[src/rtl/mux_pipe_reg_if.sv]
// Bundle for the select/skid stage: K-channel input bus, registered output bus and the handshakes.
// The slave modport is the stage itself; the master modport is whoever drives and consumes it.
// All signals are plain wires; timing belongs to the attached stage.
interface mux_pipe_reg_if #(
  parameter int N    = 32,
  parameter int K    = 4,
  parameter int SELW = 2
);
  logic [K*N-1:0]  in_data;
  logic [SELW-1:0] sel;
  logic            in_valid;
  logic            in_ready;
  logic            flush;
  logic [N-1:0]    out_data;
  logic [SELW-1:0] out_sel;
  logic            out_valid;
  logic            out_ready;
  logic            sel_err;

  modport master (
    output in_data, sel, in_valid, flush, out_ready,
    input  in_ready, out_data, out_sel, out_valid, sel_err
  );

  modport slave (
    input  in_data, sel, in_valid, flush, out_ready,
    output in_ready, out_data, out_sel, out_valid, sel_err
  );
endinterface

[src/rtl/mux_pipe_reg.sv]
// K-way N-bit operand select feeding a 2-entry skid buffer, with flush and sticky illegal-select flag.
// Latency: 1 cycle from accept to out_* when empty or streaming through.
// Backpressure: in_ready depends only on occupancy (no combinational path from out_ready).
module mux_pipe_reg #(
  parameter int N    = 32,
  parameter int K    = 4,
  parameter int SELW = 2
) (
  input  logic           clk,
  input  logic           rst,
  mux_pipe_reg_if.slave  bus
);

  localparam logic [1:0] EMPTY = 2'd0;
  localparam logic [1:0] ONE   = 2'd1;
  localparam logic [1:0] FULL  = 2'd2;

  // One extra bit so K == 2**SELW is representable for the range check.
  localparam logic [SELW:0] K_W = (SELW+1)'(K);

  logic [1:0]      count;
  logic [N-1:0]    head_data;
  logic [SELW-1:0] head_sel;
  logic [N-1:0]    tail_data;
  logic [SELW-1:0] tail_sel;
  logic            sel_err_q;

  logic [N-1:0]    mux_data;
  logic            sel_bad;
  logic            push;
  logic            pop;

  assign sel_bad = ({1'b0, bus.sel} >= K_W);

  // Pick the selected channel; an out-of-range select yields zero data.
  always_comb begin
    mux_data = '0;
    for (int i = 0; i < K; i++) begin
      if (bus.sel == SELW'(i)) begin
        mux_data = bus.in_data[i*N +: N];
      end
    end
  end

  assign bus.in_ready  = (count != FULL);
  assign bus.out_valid = (count != EMPTY);
  assign push          = bus.in_valid & bus.in_ready;
  assign pop           = bus.out_valid & bus.out_ready;

  // Head is zeroed while empty so stale entries never leak out.
  assign bus.out_data  = bus.out_valid ? head_data : '0;
  assign bus.out_sel   = bus.out_valid ? head_sel  : '0;
  assign bus.sel_err   = sel_err_q;

  // Occupancy and entry storage; flush wins over any same-cycle push or pop.
  always_ff @(posedge clk or posedge rst) begin
    if (rst) begin
      count     <= EMPTY;
      head_data <= '0;
      head_sel  <= '0;
      tail_data <= '0;
      tail_sel  <= '0;
    end else if (bus.flush) begin
      count <= EMPTY;
    end else begin
      case (count)
        EMPTY: begin
          if (push) begin
            head_data <= mux_data;
            head_sel  <= bus.sel;
            count     <= ONE;
          end
        end
        ONE: begin
          if (push && pop) begin
            head_data <= mux_data;
            head_sel  <= bus.sel;
          end else if (push) begin
            tail_data <= mux_data;
            tail_sel  <= bus.sel;
            count     <= FULL;
          end else if (pop) begin
            count <= EMPTY;
          end
        end
        FULL: begin
          // in_ready is low here, so only a pop can happen.
          if (pop) begin
            head_data <= tail_data;
            head_sel  <= tail_sel;
            count     <= ONE;
          end
        end
        default: count <= EMPTY;
      endcase
    end
  end

  // Sticky illegal-select flag; survives flush, cleared only by reset.
  always_ff @(posedge clk or posedge rst) begin
    if (rst) begin
      sel_err_q <= 1'b0;
    end else if (push && sel_bad && !bus.flush) begin
      sel_err_q <= 1'b1;
    end
  end

endmodule

[src/flat_wrapper.sv]
// flat-port wrapper written by rule: the top's interface ports become plain ports
module mux_pipe_reg_flat 
#(
  parameter int N    = 32,
  parameter int K    = 4,
  parameter int SELW = 2
)
  (clk, rst, bus_in_data, bus_sel, bus_in_valid, bus_flush, bus_out_ready, bus_in_ready, bus_out_data, bus_out_sel, bus_out_valid, bus_sel_err);
  mux_pipe_reg_if #(.N(N), .K(K), .SELW(SELW)) bus_i ();
  input  logic clk;
  input  logic rst;
  input wire logic [$bits(bus_i.in_data)-1:0] bus_in_data;
  input wire logic [$bits(bus_i.sel)-1:0] bus_sel;
  input wire logic [$bits(bus_i.in_valid)-1:0] bus_in_valid;
  input wire logic [$bits(bus_i.flush)-1:0] bus_flush;
  input wire logic [$bits(bus_i.out_ready)-1:0] bus_out_ready;
  output wire logic [$bits(bus_i.in_ready)-1:0] bus_in_ready;
  output wire logic [$bits(bus_i.out_data)-1:0] bus_out_data;
  output wire logic [$bits(bus_i.out_sel)-1:0] bus_out_sel;
  output wire logic [$bits(bus_i.out_valid)-1:0] bus_out_valid;
  output wire logic [$bits(bus_i.sel_err)-1:0] bus_sel_err;
  assign bus_i.in_data = bus_in_data;
  assign bus_i.sel = bus_sel;
  assign bus_i.in_valid = bus_in_valid;
  assign bus_i.flush = bus_flush;
  assign bus_i.out_ready = bus_out_ready;
  assign bus_in_ready = bus_i.in_ready;
  assign bus_out_data = bus_i.out_data;
  assign bus_out_sel = bus_i.out_sel;
  assign bus_out_valid = bus_i.out_valid;
  assign bus_sel_err = bus_i.sel_err;
  mux_pipe_reg #(.N(N), .K(K), .SELW(SELW)) u_core (.clk(clk), .rst(rst), .bus(bus_i));
endmodule
[config.mk]
export PLATFORM = sky130hd
export DESIGN_NAME = mux_pipe_reg_flat
export DESIGN_NICKNAME = d
export VERILOG_FILES = /design/src/rtl/mux_pipe_reg_if.sv /design/src/rtl/mux_pipe_reg.sv /design/src/flat_wrapper.sv
export SDC_FILE = /design/constraint.sdc
export NUM_CORES = 1
export LEC_CHECK = 0
export BUFFER_PORTS_ARGS = -buffer_cell sky130_fd_sc_hd__buf_2
export CAP_MARGIN = 25
export CORE_MARGIN = 2
export CORE_UTILIZATION = 40
export DETAILED_ROUTE_END_ITERATION = 12
export PLACE_DENSITY = 0.67
export SLEW_MARGIN = 20
export SYNTH_ARGS = -nofsm -noshare
export SYNTH_HDL_FRONTEND = slang
export SYNTH_SLANG_ARGS = --single-unit
[constraint.sdc]
create_clock -name clk -period 4.9 [get_ports clk]
set_clock_uncertainty 0.05 [all_clocks]
set_input_delay 0.735 -clock clk [delete_from_list [all_inputs] [get_ports clk]]
set_output_delay 0.735 -clock clk [all_outputs]
set_load 0.1 [all_outputs]
==> impl_metrics.yaml, run 1 <==
status:
  status: "finished, final reports clean"
power:
  p_int_mw: 1.44
  combinationalPowerShare_pct: 32.8
  power.leakage_nw: 2.84
  clockPowerShare_pct: 31.9
  p_sw_share_pct: 36.4
  power_density_nw_per_um2: 386
  p_total_mw: 2.26
  seqPwrFrac_pct: 35.3
  irDropWorstVdd_v: 0.000175
  power_switching_mw: 0.823
clock_network:
  clk_latency_ns: 0.33
  post-cts-setup-buffers: 0
  cts_buffers: 9
  cts_tree: "built"
  root_buffer: "clkbuf_16"
  cts.sinks: 70
  cts_max_path_buffers: 2
  path_clk_slew_ns: 0.06
  h-tree-depth: 3
  cts_hold_buf: 0
  cts_resized: 0
global_routing:
  grt_pass1_vias: 3924
  grt_usage_pct: 19.0
  grt_antenna_before_repair: 0
  grt_overflow: 0
  grt_max_degree: 67
  grt_pass1_wl_um: 19300
setup_path:
  rr_endpoint: "u_core.head_data[4]"
  cp_slowest_stage_delay_ns: 0.55
  cp_max_fo: 35
  worstPathCellList: "nor2b_1, buf_4, inv_2, buf_2"
  rr_worst_depth: 6
  endpoint_kind: "primary output"
  crit_slowest_cell: "buf_2"
  cp.arrival_ns: 2.27
  critPathKind: "flip-flop to primary output"
  start_kind: "flip-flop"
  ff2ff_setup_slack_ns: 2.37
  cp.required_ns: 4.12
  worstReg2RegStart: "u_core.count[1]"
drt:
  wl_um: 11400
  vias: 3850
  drtAntennaViolNets: 0
  vias_per_cell: 5.17
  drt_iter0_markers: 119
  wl_per_cell_um: 15.3
  drt_first_pass_iters: 4
  post-route-drc-count: 0
worst_hold_path:
  whs_endpoint: "u_core.tail_data[29]"
  worstHoldStart: "u_core.tail_data[29]"
  hold_path.class: "flip-flop to flip-flop"
  holdPathStages: 2
layout:
  final_area_um2: 5850
  antennaDiodeCount: 0
  postLayoutCoreUtil_pct: 53.2
  final_cells: 744
  area_growth_syn_to_layout_pct: 28.2
  nets: 734
  multiInputGateArea_um2: 2620
  regArea_um2: 1750
  n_fill_cell: 1002
  drive_gt1_share_pct: 44.5
floorplanning:
  die_y_um: 111
  initial_core_util_pct: 41.5
  pin_count: 172
  dieWidth_um: 111
  die_area_um2: 12300
  placementRows: 38
  core_um2: 11000
sta:
  min_period_ns: 3.06
  drv_slew: 0
  fin_tns_setup_ns: 0
  max_freq_ghz: 0.327
  finalHoldViolations: 0
  slew_headroom_pct: 33.2
  rsz0062_at_grt: "false"
  holdWs_ns: 0.430
  setup_viol: 0
  tightestPinTransition_ns: 1.00
  setup_ws_ns: 1.84
  period_share_pct: 62.4
place:
  dp.cells: 727
  dp_slack_ns: 1.92
  gp_congestion: 0.787
  dp_hpwl_um: 7860
  port_buffers: 170
  placed_area_um2: 5490
synthesis:
  ys_ff_latch: 70
  syn_nets: 585
  synth_warnings: 0
  avgSynthCellArea_um2: 10.1
  ys_types: 27
  synth_area_leader_cell: "dfrtp_1"
  synth_area_um2: 4560
  netlist_top_cells_area: "dfrtp_1, mux2_2, mux2i_1"
  seq_area_frac_synth_pct: 38.4
  synthCells: 450
  synth_top_area_share_pct: 38.4
run:
  cap_violations: 0
placed cells by master (no fill, tap or decap), types with 2 or more instances in the layout:
master and n:
dfrtp_1 70, mux2_1 16, nor2_4 2, bufinv_16 2, inv_1 2, clkbuf_16 9
a221oi_2 19, nor3b_1 11, buf_4 4, buf_2 168, inv_6 2, a21oi_1 14
inv_2 2, mux2_2 51, nor2_1 48, o21ai_0 32, a211oi_1 11, mux2i_1 55
buf_16 3, nand2_1 36, clkinvlp_4 2, nor2b_1 35, a221oi_1 2
power groups by stage:
stage               clock network [mW]  registers, mW  logic (mW)
CTS                              0.733          0.797       0.748
floorplan                            0          0.782       0.598
global placement                     0          0.801       0.722
detailed placement                   0          0.806       0.745
finish                           0.721          0.797       0.741
global route                     0.760          0.818       0.799
cell usage after synthesis:
cell      number
and2_4         1
nand3_1        1
mux2_1        16
inv_1          3
a221oi_1       2
dfrtp_1       70
buf_2         12
nor2_1        49
o21bai_2       1
nor2_2         1
mux2i_1       55
nor3b_1       11
and2_1         1
mux2_2        51
a211oi_1      11
nor2b_1       35
buf_6          2
a221oi_2      19
a21oi_1       14
o21ai_0       32
buf_4          8
inv_2          1
nand2_1       36
clkbuf_1      15
nor3_1         1
conb_1         1
or3b_2         1
logic make-up after synthesis:
| group | count (synthesis) | share of synthesized area, % |
|---|---|---|
| multiplexers | 122 | 28.6 |
| AND/OR/NAND/NOR | 137 | 14.5 |
| AO/OA/AOI/OAI | 79 | 13.7 |
| buffers and inverters | 41 | 4.69 |
| flip-flops | 70 | 38.4 |
| other | 1 | 0.0822 |
metal layers:
layer	global-route usage, %	share of wire [%]	routed length, µm	vias up
met2	33.2	50	5660	112
met1	24.2	44	5000	1813
met5	0	0	0	-
met4	5.75	1.4	158	0
met3	3.12	4.8	543	15
li1	-	-	-	1910
layout make-up:
class,count,area share [%]
clock buffer,10,4.09
clock inverter,6,1.58
inverter,4,0.257
multi-input combinational,339,44.8
sequential,70,30.0
tap,140,3.00
timing repair buffer,175,16.3
state kept, by name (all words and copies together) (netlist names):
name / cells
u_core.head_sel: 2
u_core.tail_data: 32
u_core.count: 2
u_core.tail_sel: 2
u_core.head_data: 32
worst max-delay path: cells and delay by family (launching register included):
family	cells	cell delay (ns)
buf+inv	3	1.28
flops	1	0.45
simple gates	1	0.18
how the worst max path moves through the flow:
| stage | start | to | slack (ns) | cells past startpoint |
|---|---|---|---|---|
| floorplan | u_core.count[0] | bus_out_data[12] | 2.05 | 3 |
| global placement | bus_sel[0] | u_core.head_data[30] | 1.99 | 4 |
| detailed placement | bus_sel[0] | u_core.head_data[31] | 1.92 | 4 |
| CTS | u_core.count[1] | bus_in_ready | 1.84 | 4 |
| global route | u_core.count[1] | bus_in_ready | 1.75 | 4 |
| finish | u_core.count[1] | bus_in_ready | 1.84 | 4 |
Power figures use the tool's default switching activity.
==> inputs of run 2 (changes only) <==
==> constraint.sdc (replaced) <==
create_clock -name clk -period 3.2 [get_ports clk]
set_clock_uncertainty 0.05 [all_clocks]
set_input_delay 0.48 -clock clk [delete_from_list [all_inputs] [get_ports clk]]
set_output_delay 0.48 -clock clk [all_outputs]
set_load 0.1 [all_outputs]
==> impl_metrics.yaml, run 2 (same netlist as run 1, synthesis figures left out) <==
floorplanning:
  die_area_um2: 12300
  placementRows: 38
  dieWidth_um: 111
  initial_core_util_pct: 41.5
  die_y_um: 111
  pin_count: 172
  core_um2: 11000
sta:
  min_period_ns: 2.55
  finalHoldViolations: 0
  rsz0062_at_grt: "false"
  fin_tns_setup_ns: 0
  slew_headroom_pct: 39.1
  tightestPinTransition_ns: 0.911
  setup_viol: 0
  period_share_pct: 79.8
  max_freq_ghz: 0.392
  drv_slew: 0
place:
  dp.cells: 733
  placed_area_um2: 5500
  gp_congestion: 0.770
  dp_hpwl_um: 8270
  port_buffers: 170
clock_network:
  cts_hold_buf: 0
  path_clk_slew_ns: 0.05
  clk_latency_ns: 0.33
  cts_buffers: 9
  root_buffer: "clkbuf_16"
  post-cts-setup-buffers: 0
  cts_resized: 0
  h-tree-depth: 3
  cts_tree: "built"
  cts_max_path_buffers: 2
  cts.sinks: 70
drt:
  wl_per_cell_um: 15.5
  drt_iter0_markers: 110
  drt_first_pass_iters: 4
  wl_um: 11600
  vias_per_cell: 5.22
  post-route-drc-count: 0
  drtAntennaViolNets: 0
  vias: 3901
power:
  power_density_nw_per_um2: 561
  irDropWorstVdd_v: 0.000240
  power.leakage_nw: 2.81
global_routing:
  grt_pass1_wl_um: 19000
  grt_max_degree: 67
  grt_overflow: 0
  grt_pass1_vias: 4047
  grt_antenna_before_repair: 0
  grt_usage_pct: 18.9
worst_hold_path:
  hold_path.class: "input port to asynchronous set/reset pin"
layout:
  antennaDiodeCount: 0
  area_growth_syn_to_layout_pct: 26.3
  final_area_um2: 5760
  mostFrequentLayoutCells: "buf_2, dfrtp_1, mux2i_1, mux2_2, nor2_1"
  final_cells: 747
  biggestRegsByFlops: "u_core.head_data (32), u_core.tail_data (32)"
  nets: 739
  final_common_cell: "buf_2"
  drive_gt1_share_pct: 44.5
setup_path:
  cp.required_ns: 2.67
  critPathKind: "flip-flop to primary output"
  start_kind: "flip-flop"
  cp.arrival_ns: 2.02
  endpoint_kind: "primary output"
  cp_max_fo: 35
run:
  cap_violations: 0
status:
  status: "finished, final reports clean"
run 2: final timing paths:
check	from	to	slack, ns	cells after the start
min in group clk	bus_flush	u_core.count[0]	0.31	2
max reg2reg	u_core.count[1]	u_core.head_data[31]	1.04	5
min reg2reg	u_core.head_data[25]	u_core.head_data[25]	0.43	1
max in group asynchronous	rst	u_core.head_data[22]	2.08	3
min	rst	u_core.tail_data[2]	0.22	2
max	u_core.count[0]	bus_out_data[6]	0.65	3
run 2: where the power goes:
group	total, mW	switching, mW	internal [mW]
Combinational	1.13	0.755	0.377
Sequential	1.22	0.114	1.11
Clock	0.880	0.346	0.534
run 2: final cells by class:
| cell class | count | area, µm² |
|---|---|---|
| Fill cell | 1043 | 5220 |
| Multi-Input combinational cell | 339 | 2620 |
| Clock inverter | 2 | 10.0 |
| Inverter | 4 | 15.0 |
| Sequential cell | 70 | 1750 |
| Timing Repair Buffer | 180 | 941 |
| Tap cell | 140 | 175 |
| Clock buffer | 12 | 246 |
run 2: worst max-delay path: stages, from the launching register on:
cell and delay (ns):
dfrtp_1 0.47, nor2_4 0.75, nor2b_1 0.13, buf_2 0.33
run 2: metal layers:
metal	up-vias	GRT usage [%]	part of all wire, %
li1	1900	-	-
met1	1862	22.2	43
met4	0	6.25	1.8
met5	-	0	0
met3	18	4.37	5.1
met2	121	34.0	51
run 2: through the flow:
| step | hold WS, ns | total power, mW | util (%) | setup WS (ns) |
|---|---|---|---|---|
| floorplan | 0.401 | 2.11 | - | 0.606 |
| global placement | 0.412 | 2.34 | 50.1 | 0.943 |
| detailed placement | 0.421 | 2.38 | 50.1 | 0.850 |
| CTS | 0.257 | 3.26 | 52.4 | 0.614 |
| global route | 0.280 | 3.41 | 52.4 | 0.524 |
| finish | 0.222 | 3.23 | 52.4 | 0.648 |
==> inputs of run 3 (changes only) <==
==> constraint.sdc (replaced) <==
create_clock -name clk -period 2.4 [get_ports clk]
set_clock_uncertainty 0.05 [all_clocks]
set_input_delay 0.36 -clock clk [delete_from_list [all_inputs] [get_ports clk]]
set_output_delay 0.36 -clock clk [all_outputs]
set_load 0.1 [all_outputs]
==> impl_metrics.yaml, run 3 (same netlist as run 1, synthesis figures left out) <==
setup_path:
  cp.required_ns: 1.99
  cp.arrival_ns: 1.78
  ff2ff_setup_slack_ns: 0.35
  cp_slowest_stage_delay_ns: 0.56
  start_kind: "flip-flop"
  cp_top_family: "buffers and inverters"
  crit_slowest_cell: "dfrtp_1"
  endpoint_kind: "primary output"
  rr_worst_depth: 5
  critPathKind: "flip-flop to primary output"
  worstPathCellList: "nor2b_1, inv_2, buf_2"
  rr_endpoint: "u_core.head_data[31]"
  worstReg2RegStart: "u_core.count[1]"
  worst-path-buf-inv: 2
  cp_max_fo: 13
clock_network:
  cts.sinks: 70
  path_clk_slew_ns: 0.06
  h-tree-depth: 3
  cts_resized: 0
  clk_latency_ns: 0.33
  cts_max_path_buffers: 2
  cts_hold_buf: 0
  cts_tree: "built"
  cts_buffers: 9
  root_buffer: "clkbuf_16"
  post-cts-setup-buffers: 0
place:
  port_buffers: 170
  placed_area_um2: 5570
  gp_congestion: 0.760
  dp_hpwl_um: 8520
  dp.cells: 739
layout:
  final_common_cell: "buf_2"
  nets: 746
  mostFrequentLayoutCells: "buf_2, dfrtp_1, mux2i_1, mux2_2, nor2_1"
  final_area_um2: 5900
  drive_gt1_share_pct: 45.6
  final_cells: 756
  area_growth_syn_to_layout_pct: 29.2
  antennaDiodeCount: 0
  postLayoutCoreUtil_pct: 53.7
  biggestRegsByFlops: "u_core.head_data (32), u_core.tail_data (32)"
sta:
  fin_tns_setup_ns: 0
  setup_viol: 0
  slew_headroom_pct: 50.5
  max_freq_ghz: 0.456
  rsz0062_at_grt: "false"
  min_period_ns: 2.19
  finalHoldViolations: 0
  tightestPinTransition_ns: 0.742
  period_share_pct: 91.4
  drv_slew: 0
floorplanning:
  die_y_um: 111
  die_area_um2: 12300
  pin_count: 172
  core_um2: 11000
  initial_core_util_pct: 41.5
  dieWidth_um: 111
  placementRows: 38
global_routing:
  grt_pass1_vias: 3940
  grt_max_degree: 42
  grt_pass1_wl_um: 19100
  grt_antenna_before_repair: 0
  grt_usage_pct: 18.9
  grt_overflow: 0
power:
  power_density_nw_per_um2: 768
  power.leakage_nw: 2.87
  irDropWorstVdd_v: 0.000375
  p_total_mw: 4.53
drt:
  wl_met1_um: 5200
  vias_per_cell: 5.13
  wl_um: 12000
  post-route-drc-count: 0
  wl_met2_um: 6020
  drt_first_pass_iters: 4
  vias: 3880
  drtAntennaViolNets: 0
  route.met3.wl_um: 583
  wl_per_cell_um: 15.8
  highest_layer: "met4"
  drt_iter0_markers: 131
worst_hold_path:
  hold_path.class: "input port to asynchronous set/reset pin"
run:
  cap_violations: 0
status:
  status: "finished, final reports clean"
run 3: stage by stage:
stage	hold slack [ns]	worst slack [ns]
CTS	0.133	0.00171
global route	0.180	0.108
floorplan	0.376	-0.0741
finish	0.110	0.207
global placement	0.412	0.360
detailed placement	0.421	0.293
run 3: final cells by class:
class / instances / area [µm²]
multi-input combinational: 340 / 2630
fill: 1007 / 5090
sequential: 70 / 1750
tap: 140 / 175
clock inverter: 5 / 57.6
clock buffer: 11 / 253
timing repair buffer: 186 / 1010
inverter: 4 / 15.0
run 3: routing by layer:
layer / vias to the layer above / global-route usage, %
met5: - / 0
met4: 0 / 3.75
met3: 14 / 4.05
met2: 106 / 33.7
met1: 1834 / 23.6
li1: 1926 / -
run 3: worst max-delay path by stage:
| stage | cells past startpoint | endpoint | slack [ns] | startpoint |
|---|---|---|---|---|
| 3_3_place_gp | 5 | u_core.head_data[3] | 0.36 | bus_sel[1] |
| 2_1_floorplan | 3 | bus_out_data[12] | -0.07 | u_core.count[0] |
| 6_report | 3 | bus_in_ready | 0.21 | u_core.count[0] |
| 4_1_cts | 3 | bus_out_data[8] | 0.002 | u_core.count[0] |
| 3_5_place_dp | 5 | u_core.head_data[8] | 0.29 | bus_sel[1] |
| 5_1_grt | 3 | bus_out_data[8] | 0.11 | u_core.count[0] |
run 3: power breakdown:
part | leakage, nW | switching (mW) | internal [mW]
registers | 0.848 | 0.155 | 1.48
clock network | 0.144 | 0.507 | 0.859
logic | 1.88 | 1.01 | 0.513
total | 2.87 | 1.67 | 2.85
